File: src/rtl/mem_arb_pkg.sv
// rtl/mem_arb_pkg.sv - shared constants, address-width helper and request type for mem_arb
package mem_arb_pkg;

    localparam int DEF_DEPTH    = 32;
    localparam int DEF_WIDTH    = 8;
    localparam int DEF_CHANNELS = 2;

    function automatic int calc_aw(input int depth);
        return (depth > 1) ? $clog2(depth) : 1;
    endfunction

    localparam int DEF_AW = calc_aw(DEF_DEPTH);

    typedef struct packed {
        logic                 write;
        logic [DEF_AW-1:0]    addr;
        logic [DEF_WIDTH-1:0] wdata;
    } mem_req_t;

endpackage

File: src/rtl/mem_arb_rr_arbiter.sv
// rtl/mem_arb_rr_arbiter.sv - round-robin arbiter: owns the priority pointer, one-hot grant
module rr_arbiter #(
    parameter  int N  = 2,
    localparam int PW = (N > 1) ? $clog2(N) : 1
) (
    input  logic          clk,
    input  logic          rst,
    input  logic [N-1:0]  req_i,
    output logic [N-1:0]  gnt_o,
    output logic [PW-1:0] gnt_idx_o,
    output logic          gnt_any_o
);

    logic [PW-1:0] ptr_q, ptr_d;
    logic [PW-1:0] cand;
    logic          found;

    // Scan from ptr upward with wrap; the first requester wins.
    always_comb begin
        gnt_o     = '0;
        gnt_idx_o = '0;
        found     = 1'b0;
        cand      = '0;
        for (int off = 0; off < N; off++) begin
            cand = PW'((int'(ptr_q) + off) % N);
            if (!found && req_i[cand]) begin
                gnt_o[cand] = 1'b1;
                gnt_idx_o   = cand;
                found       = 1'b1;
            end
        end
        if (rst) begin
            gnt_o = '0;
            found = 1'b0;
        end
        gnt_any_o = found;
    end

    always_comb begin
        ptr_d = ptr_q;
        if (found) begin
            ptr_d = (gnt_idx_o == PW'(N - 1)) ? '0 : gnt_idx_o + 1'b1;
        end
    end

    always_ff @(posedge clk or posedge rst) begin
        if (rst) begin
            ptr_q <= '0;
        end else begin
            ptr_q <= ptr_d;
        end
    end

endmodule

File: src/rtl/mem_arb.sv
// rtl/mem_arb.sv - multi-channel arbitrated single-port word array with registered read data
// Optional even-parity protection of stored words when MEM_ARB_PARITY_EN is defined.
module mem_arb
    import mem_arb_pkg::*;
#(
    parameter  int DEPTH    = DEF_DEPTH,
    parameter  int WIDTH    = DEF_WIDTH,
    parameter  int CHANNELS = DEF_CHANNELS,
    localparam int AW       = calc_aw(DEPTH)
) (
    input  logic                      clk,
    input  logic                      rst,
    input  logic [CHANNELS-1:0]       req,
    input  logic [CHANNELS-1:0]       write,
    input  logic [CHANNELS*AW-1:0]    addr,
    input  logic [CHANNELS*WIDTH-1:0] wdata,
    output logic [CHANNELS-1:0]       gnt,
    output logic [CHANNELS-1:0]       rvalid,
    output logic [WIDTH-1:0]          rdata,
    output logic                      perr
);

    localparam int PW = (CHANNELS > 1) ? $clog2(CHANNELS) : 1;
`ifdef MEM_ARB_PARITY_EN
    localparam int SW = WIDTH + 1;
`else
    localparam int SW = WIDTH;
`endif

    logic [PW-1:0]       sel;
    logic                gnt_any;
    logic [AW-1:0]       sel_addr;
    logic [WIDTH-1:0]    sel_wdata;
    logic                sel_write;
    logic                in_range;
    logic                wr_en, rd_en;
    logic [SW-1:0]       wword, rword;

    logic [SW-1:0]       mem_q [DEPTH];
    logic [CHANNELS-1:0] rvalid_q, rvalid_d;
    logic [WIDTH-1:0]    rdata_q, rdata_d;

    rr_arbiter #(.N(CHANNELS)) u_arb (
        .clk       (clk),
        .rst       (rst),
        .req_i     (req),
        .gnt_o     (gnt),
        .gnt_idx_o (sel),
        .gnt_any_o (gnt_any)
    );

    always_comb begin
        sel_addr  = addr[int'(sel)*AW +: AW];
        sel_wdata = wdata[int'(sel)*WIDTH +: WIDTH];
        sel_write = write[sel];
        // Only matters for non-power-of-2 DEPTH, where the address space overhangs the array.
        in_range  = (int'(sel_addr) < DEPTH);
        wr_en     = gnt_any & sel_write & in_range;
        rd_en     = gnt_any & ~sel_write;
`ifdef MEM_ARB_PARITY_EN
        wword     = {^sel_wdata, sel_wdata};
`else
        wword     = sel_wdata;
`endif
        rword     = in_range ? mem_q[sel_addr] : '0;
    end

    always_ff @(posedge clk) begin
        if (wr_en) begin
            mem_q[sel_addr] <= wword;
        end
    end

    always_comb begin
        rvalid_d = rd_en ? gnt : '0;
        rdata_d  = rd_en ? rword[WIDTH-1:0] : rdata_q;
    end

    always_ff @(posedge clk or posedge rst) begin
        if (rst) begin
            rvalid_q <= '0;
            rdata_q  <= '0;
        end else begin
            rvalid_q <= rvalid_d;
            rdata_q  <= rdata_d;
        end
    end

    assign rvalid = rvalid_q;
    assign rdata  = rdata_q;

`ifdef MEM_ARB_PARITY_EN
    logic perr_q, perr_d;

    // A stored word with odd total parity has been corrupted.
    always_comb begin
        perr_d = rd_en ? ^rword : 1'b0;
    end

    always_ff @(posedge clk or posedge rst) begin
        if (rst) begin
            perr_q <= 1'b0;
        end else begin
            perr_q <= perr_d;
        end
    end

    assign perr = perr_q;
`else
    assign perr = 1'b0;
`endif

endmodule

File: config.mk
export PLATFORM = sky130hd
export DESIGN_NAME = mem_arb
export DESIGN_NICKNAME = d
export VERILOG_FILES = /design/src/rtl/mem_arb_pkg.sv /design/src/rtl/mem_arb_rr_arbiter.sv /design/src/rtl/mem_arb.sv
export SDC_FILE = /design/constraint.sdc
export NUM_CORES = 1
export LEC_CHECK = 0
export CORE_ASPECT_RATIO = 0.7
export CORE_MARGIN = 2
export CORE_UTILIZATION = 60
export CTS_BUF_LIST = sky130_fd_sc_hd__clkbuf_16
export DETAILED_ROUTE_END_ITERATION = 10
export PLACE_DENSITY = 0.79
export SYNTH_ARGS = -nofsm -noshare
export SYNTH_HDL_FRONTEND = slang
export SYNTH_SLANG_ARGS = --single-unit
File: constraint.sdc
create_clock -name clk -period 2.9 [get_ports clk]
set_input_delay 0.58 -clock clk [delete_from_list [all_inputs] [get_ports clk]]
set_output_delay 0.58 -clock clk [all_outputs]
set_load 0.1 [all_outputs]
======== Word level (Yosys, flattened, before mapping) ========
Memories as Yosys holds them, arrays and structs flattened. A register that Yosys moved wholly into a read port is not among the register bits.
Index checks and enable logic that the tools add are counted.
word-level totals
  flip-flop bits (word level) ............. 3
  input port bits ......................... 32
  memory bits (writable) .................. 256
  output and inout port bits .............. 13
  word-level logic and storage cells ...... 43
  memories kept ........................... 1
memories
  name   depth  bits a word  rd ports  clocked after memory_dff  write ports  line           source
  mem_q  32     8            1         1                         1            mem_arb.sv:39  logic [SW-1:0] mem_q [DEPTH];
operators by class
  bitwise logic cells ..................... 4
  $add $sub $neg .......................... 2
  magnitude comparators ................... 5
  mux-type cells .......................... 22
  shift operators ......................... 2
  multiply operators ...................... 1
  reduce and logical (&&, ||, !) cells .... 4
operator list
  kind                 number
  $mux 1               16
  $shiftx 16x5->8      1
  $shiftx 10x5->5      1
  $mux 2               4
  $lt 1x2->1 const B   3
  $mul 1x3->4 const B  1
  $logic_and 1x1->1    3
  $add 1x1->1 const B  2
  $and 1x1->1          2
  $demux 1 s1          2
  $ge 1x1->1 const B   2
  $or 2x2->2           1
  $logic_not 1->1      1
  $not 1->1            1

======== Longest topological paths before layout ========
  word-level depth ........................ 11
  mapped depth ............................ 11
  depth with buffers taken out ............ 7

======== By module ========
A second synthesis with hierarchy kept.
second synthesis, totals
  cells, all modules ...................... 615
  area, all modules ....................... 10651.5 um2
by module, submodules not included
  module      cells each  times used  area each (um2)  seq. area each (um2)
  mem_arb     603         1           10566.4          7937.6
  rr_arbiter  12          1           85.1             25.0

======== Least setup slack after synthesis ========
No wires, ideal clock.
  kind .................................... input port to output port
  start ................................... input port req[1]
  end ..................................... output port gnt[1]
  data required time ...................... 2.320 ns
  arrival time ............................ 2.812 ns
  path buffers ............................ 5
  cell stages on the path ................. 7
  slack ................................... -0.492 ns
  cell sequence ........................... buf_2 -> nand2_2 -> buf_2 -> buf_2 -> buf_2 -> buf_1 -> nor2_1
between the ends
  word-level cells in the longest chain between the ends .. 7
RTL lines
  item                                        line                      source
  start: declaration                          mem_arb.sv:13             input logic [CHANNELS-1:0] req,
  $mux 1 (not written as such) (2 in series)  mem_arb_rr_arbiter.sv:26  if (!found && req_i[cand]) begin
  $mux 1                                      mem_arb_rr_arbiter.sv:26
  $logic_not 1->1                             mem_arb_rr_arbiter.sv:26
  $logic_and 1x1->1                           mem_arb_rr_arbiter.sv:26
  $mux 2 *                                    mem_arb_rr_arbiter.sv:26
  $mux 2 *                                    mem_arb_rr_arbiter.sv:32  if (rst) begin
  end: declaration                            mem_arb.sv:17             output logic [CHANNELS-1:0] gnt,
Every way passes the cells marked *; elsewhere a longest branch is shown, timed or not. The select of a mux whose other input is x is not followed.

======== Final worst setup path ========
  start ................................... input port req[0]
  end ..................................... register rdata_q[1] (netlist: rdata[1]) (read register of mem_q)
between the ends
  word-level cells in the longest chain between the ends .. 10
RTL lines
  item                                                                  line           source
  parallel branches: the longest is 10 deep, another holds $mul 1x3->4  n/a
  end: declaration                                                      mem_arb.sv:41  logic [WIDTH-1:0] rdata_q, rdata_d;
Parallel ways; which one is timed is not known. The select of a mux whose other input is x is not followed.
A chain may end at the register's enable or synchronous reset.

==> out/summary.md <==
The tools report the number of cell rows as 43. The first global-routing pass estimated 52830 µm of wire. Once detail routing completed, the nets flagged for antenna violations numbered 0.

Count of boundary I/O pins: 45. Worst endpoint data arrival time: 3.32 ns. The logs give 0 for the initial antenna violation count and 0 for the count of synthesis-stage warnings from yosys. The run gives 3.29 ns as the critical path required time. After routing, the total negative slack on setup checks comes to -0.02758 ns. The overall die width is 173.5 µm.

Number of diodes: 0. The critical path class is in -> reg. The run gives 1200 as the fill cell instance count of the final layout. Across the VDD grid, the largest voltage drop is 564.8 µV.

The number of nets in the final layout was 1038; the area used by sequential logic in the layout was 7963 µm². The run gives 61.08% as the effective utilization at floorplan. The slowest stage of the critical path belongs to the cell clkdlybuf4s50_1. Average size of a mapped cell: 14.58 µm². Setup slack on the worst reg-to-reg path comes out at 0.10 ns. The total setup violations reported at the end of the flow is 1. STA classifies the critical path endpoint as a flop.

In this run the power density over the cells is 630.8 nW/µm². The tightest min-delay check is of the reg -> reg type. The DRC marker count from the first detailed-route iteration is 1409, and the top cell type's share of synthesized area is 63.74%. TritonCTS built the clock tree. Library cell appearing most often on the critical path: buf_4.

Of the cells placed in the final design, the portion with a size suffix greater than 1 is 26.78%. The routed layout has 8712 vias. Once detailed placement completed, the half-perimeter wirelength came to 24000 µm.

Per report_power, the sequential group accounts for 47.0% of the total. The largest fanout on the critical path is 15, and the area of the multi-input gates is 3865 µm². For the number of H-tree levels, the log shows 1. The number of buffer and inverter stages on the critical path came out at 3. Dividing the detail-routed wire length by the instance count gives 27.61 µm. The final critical path takes up 101.0% of the cycle. The total congestion overflow is 0. Traced cell by cell, the critical path runs through clkdlybuf4s50_1, nand2b_2, nand2_2, buf_4, o22a_1, nor2_1, buf_4, o21ai_0, nor4_2, a31oi_1. Counting flops with a built-in enable in the synthesized netlist gives 256. The transition time of the tightest slew-check pin was 0.7258 ns; the design internal power was 6.898 mW.

Post-synthesis async set-or-reset flop share: 4.120%. In this run the worst setup path begins at req[0]. Final hold violation count: 0. The total power after layout was 9.346 mW; the via count normalized by instance count was 6.738. The critical path crosses 10 cells after its start point.

In this run the power spent charging and discharging nets is 2.448 mW. STA classifies the critical path startpoint as an input pin. In this run the critical register-to-register path is captured at rdata[1]. Following the worst setup path forward leads to its endpoint at rdata[1]. The die boundary height was 122.6 µm. The number of port buffers is 43. Die outline area: 21270 µm². The startpoint identified for the worst hold timing path is rdata[3]. The number of library cell types mapped by synthesis is 55, and the timing-limited maximum frequency is 341.6 MHz.

CTS saw 267 sinks. Of all cell types, the one taking the most synthesized area is edfxtp_1. Setup repair after global routing left no endpoint under its margin.

After synthesis, flip-flops and latches occupy 66.02% of the total area. The synthesized design contains 267 register bits. In the routed design, unresolved DRC markers number 0. For the final database, setup skew stands at 0.01561 ns. The largest single stage delay on the critical path is 0.52 ns. The run gives 12060 µm² as the netlist area before placement. Final critical-path required period: 2.928 ns.

When the netlist entered floorplanning its net count stood at 859. At the later pin of the worst-skew pair, clock insertion delay measures 0.53 ns. Number of max-slew violations in the final report: 0. Buffers inserted during clock tree synthesis total 25. Counting every instance in the synthesized netlist gives 827.

The number of max-capacitance violations reported is 0, and the part of the power in combinational logic is 16.5%. The clock network is responsible for 36.4% of the overall power. For the combined global-route utilization of all metal layers, the log shows 34.27%. The most frequently used flop master after synthesis is edfxtp_1.

The root buffer cell is clkbuf_16. Sorting the synthesized cells by how often they occur yields 256 x edfxtp_1, 89 x nand2_1, 70 x mux2i_1. Post-layout worst setup margin: -0.02758 ns. Entering global routing, the biggest net connects 33 pins.

The tools report the final weighted congestion in routability-driven placement as 0.9764. The number of buffers on the longest clock path was 3; the area added between synthesis and finish was 22.85%. The run gives 51.17% as the worst slew slack as a fraction of its limit. The analysis attributes to cell leakage a power of 5.310 nW.

The run gives 35700 µm as the total wire length. The checks that failed: setup timing. In this design, the largest share of critical-path delay is due to buffers and inverters. The clock-pin slew on the worst setup and hold paths is 0.07 ns. In this run the critical register-to-register path is launched from u_arb.ptr_q. Ranked by total cell area, the synthesized netlist is headed by edfxtp_1 64%, mux4_2 7.8%, mux2i_1 5.8%, nand2_1 2.8%, dfrtp_1 2.3%. Among all cell types in the netlist, the one instantiated most often is edfxtp_1. The run finished, with violations left.

For this run, the detailed router's first-pass iteration total came to 6. Number of cells on the worst reg-to-reg path: 9. The core region is 19750 µm².

The number of global-route vias before repair was 8705; the switching share of total power was 26.19%.
[logic make-up after synthesis]
kind of cell    Yosys count  share of synthesized area (%)
compound gates          161                          9.151
buf+inv                  55                          2.127
flops                   267                          66.02
simple gates            222                          8.175
mux                     121                          14.49
other cells               1                        0.03109
[worst reg2reg max path, cell delays in order (launching register included)]
cell and delay (ns):
dfrtp_1 0.41, nand2b_2 0.20, nand2_2 0.13, buf_4 0.25
o22a_1 0.23, nor2_1 0.26, buf_4 0.30, o21ai_0 0.28
nor4_2 0.43, a31oi_1 0.16
[worst min path at each step]
stage / end / cells past startpoint / slack [ns]
finish: rdata[3] / 1 / 0.53
global route: rdata[3] / 1 / 0.54
CTS: rdata[3] / 1 / 0.53
detailed placement: rdata[3] / 1 / 0.52
global placement: u_arb.ptr_q / 1 / 0.52
floorplan: rdata[0] / 1 / 0.45
[sequential cells by signal, indices dropped and copies added (netlist names)]
signal / count
mem_q: 256
rdata: 8
rvalid: 2
u_arb.ptr_q: 1
[cells in the final DEF (no fill, tap or decap), drive strengths merged, types with 9 or more instances in the layout]
master / n
dfrtp: 11
mux4: 42
inv: 10
clkbuf: 25
clkdlybuf4s50: 28
nor2b: 19
nor2: 70
mux2i: 70
nand3: 12
a31oi: 9
edfxtp: 256
o22ai: 12
mux2: 9
nor3: 12
a21oi: 54
o21ai: 13
nand2: 90
a211oi: 29
buf: 176
[per-layer routing]
metal	GRT usage (%)	wire [µm]	vias to the layer above
li1	-	-	3619
met4	13.29	1435	2
met2	51.85	15810	706
met1	46.01	12780	4259
met5	2.083	47	-
met3	12.27	5634	126
[power groups by stage]
stage               combinational, mW  clock (mW)  sequential (mW)
finish                           1.55        3.40             4.40
floorplan                       0.607           0             4.71
CTS                              1.51        3.42             4.39
global route                     1.59        3.60             4.39
detailed placement               1.49           0             4.47
global placement                 1.45           0             4.47
[metrics by stage]
step | cells | setup WS [ns] | hold slack [ns] | utilization [%] | area, µm²
finish | 1293 | -0.02758 | 0.5339 | 75.04 | 14820
global route | 1293 | 0.01122 | 0.5398 | 75.04 | 14820
CTS | 1293 | 0.06291 | 0.5343 | 75.00 | 14810
detailed placement | 1249 | -0.4830 | 0.5200 | 70.72 | 13960
global placement | 1249 | -0.2833 | 0.5162 | 70.72 | 13960
floorplan | 827 | 0.1791 | 0.4491 | - | 12070
[area by class of cell]
class | count | area share, %
flip-flops and latches | 267 | 53.74
repair buffers | 204 | 12.11
inverters | 3 | 0.07600
clock buffers | 25 | 4.222
well taps | 270 | 2.280
multi-input cells | 505 | 26.09
clock inverters | 19 | 1.486
[repair_timing]
action                                  4_1_cts  5_1_grt
hold endpoints to repair                      0        0
setup buffers                                 0        0
resized for setup                             0        2
hold buffers                                  0        0
endpoints found under the setup margin        0        1
Power figures use the tool's default switching activity.
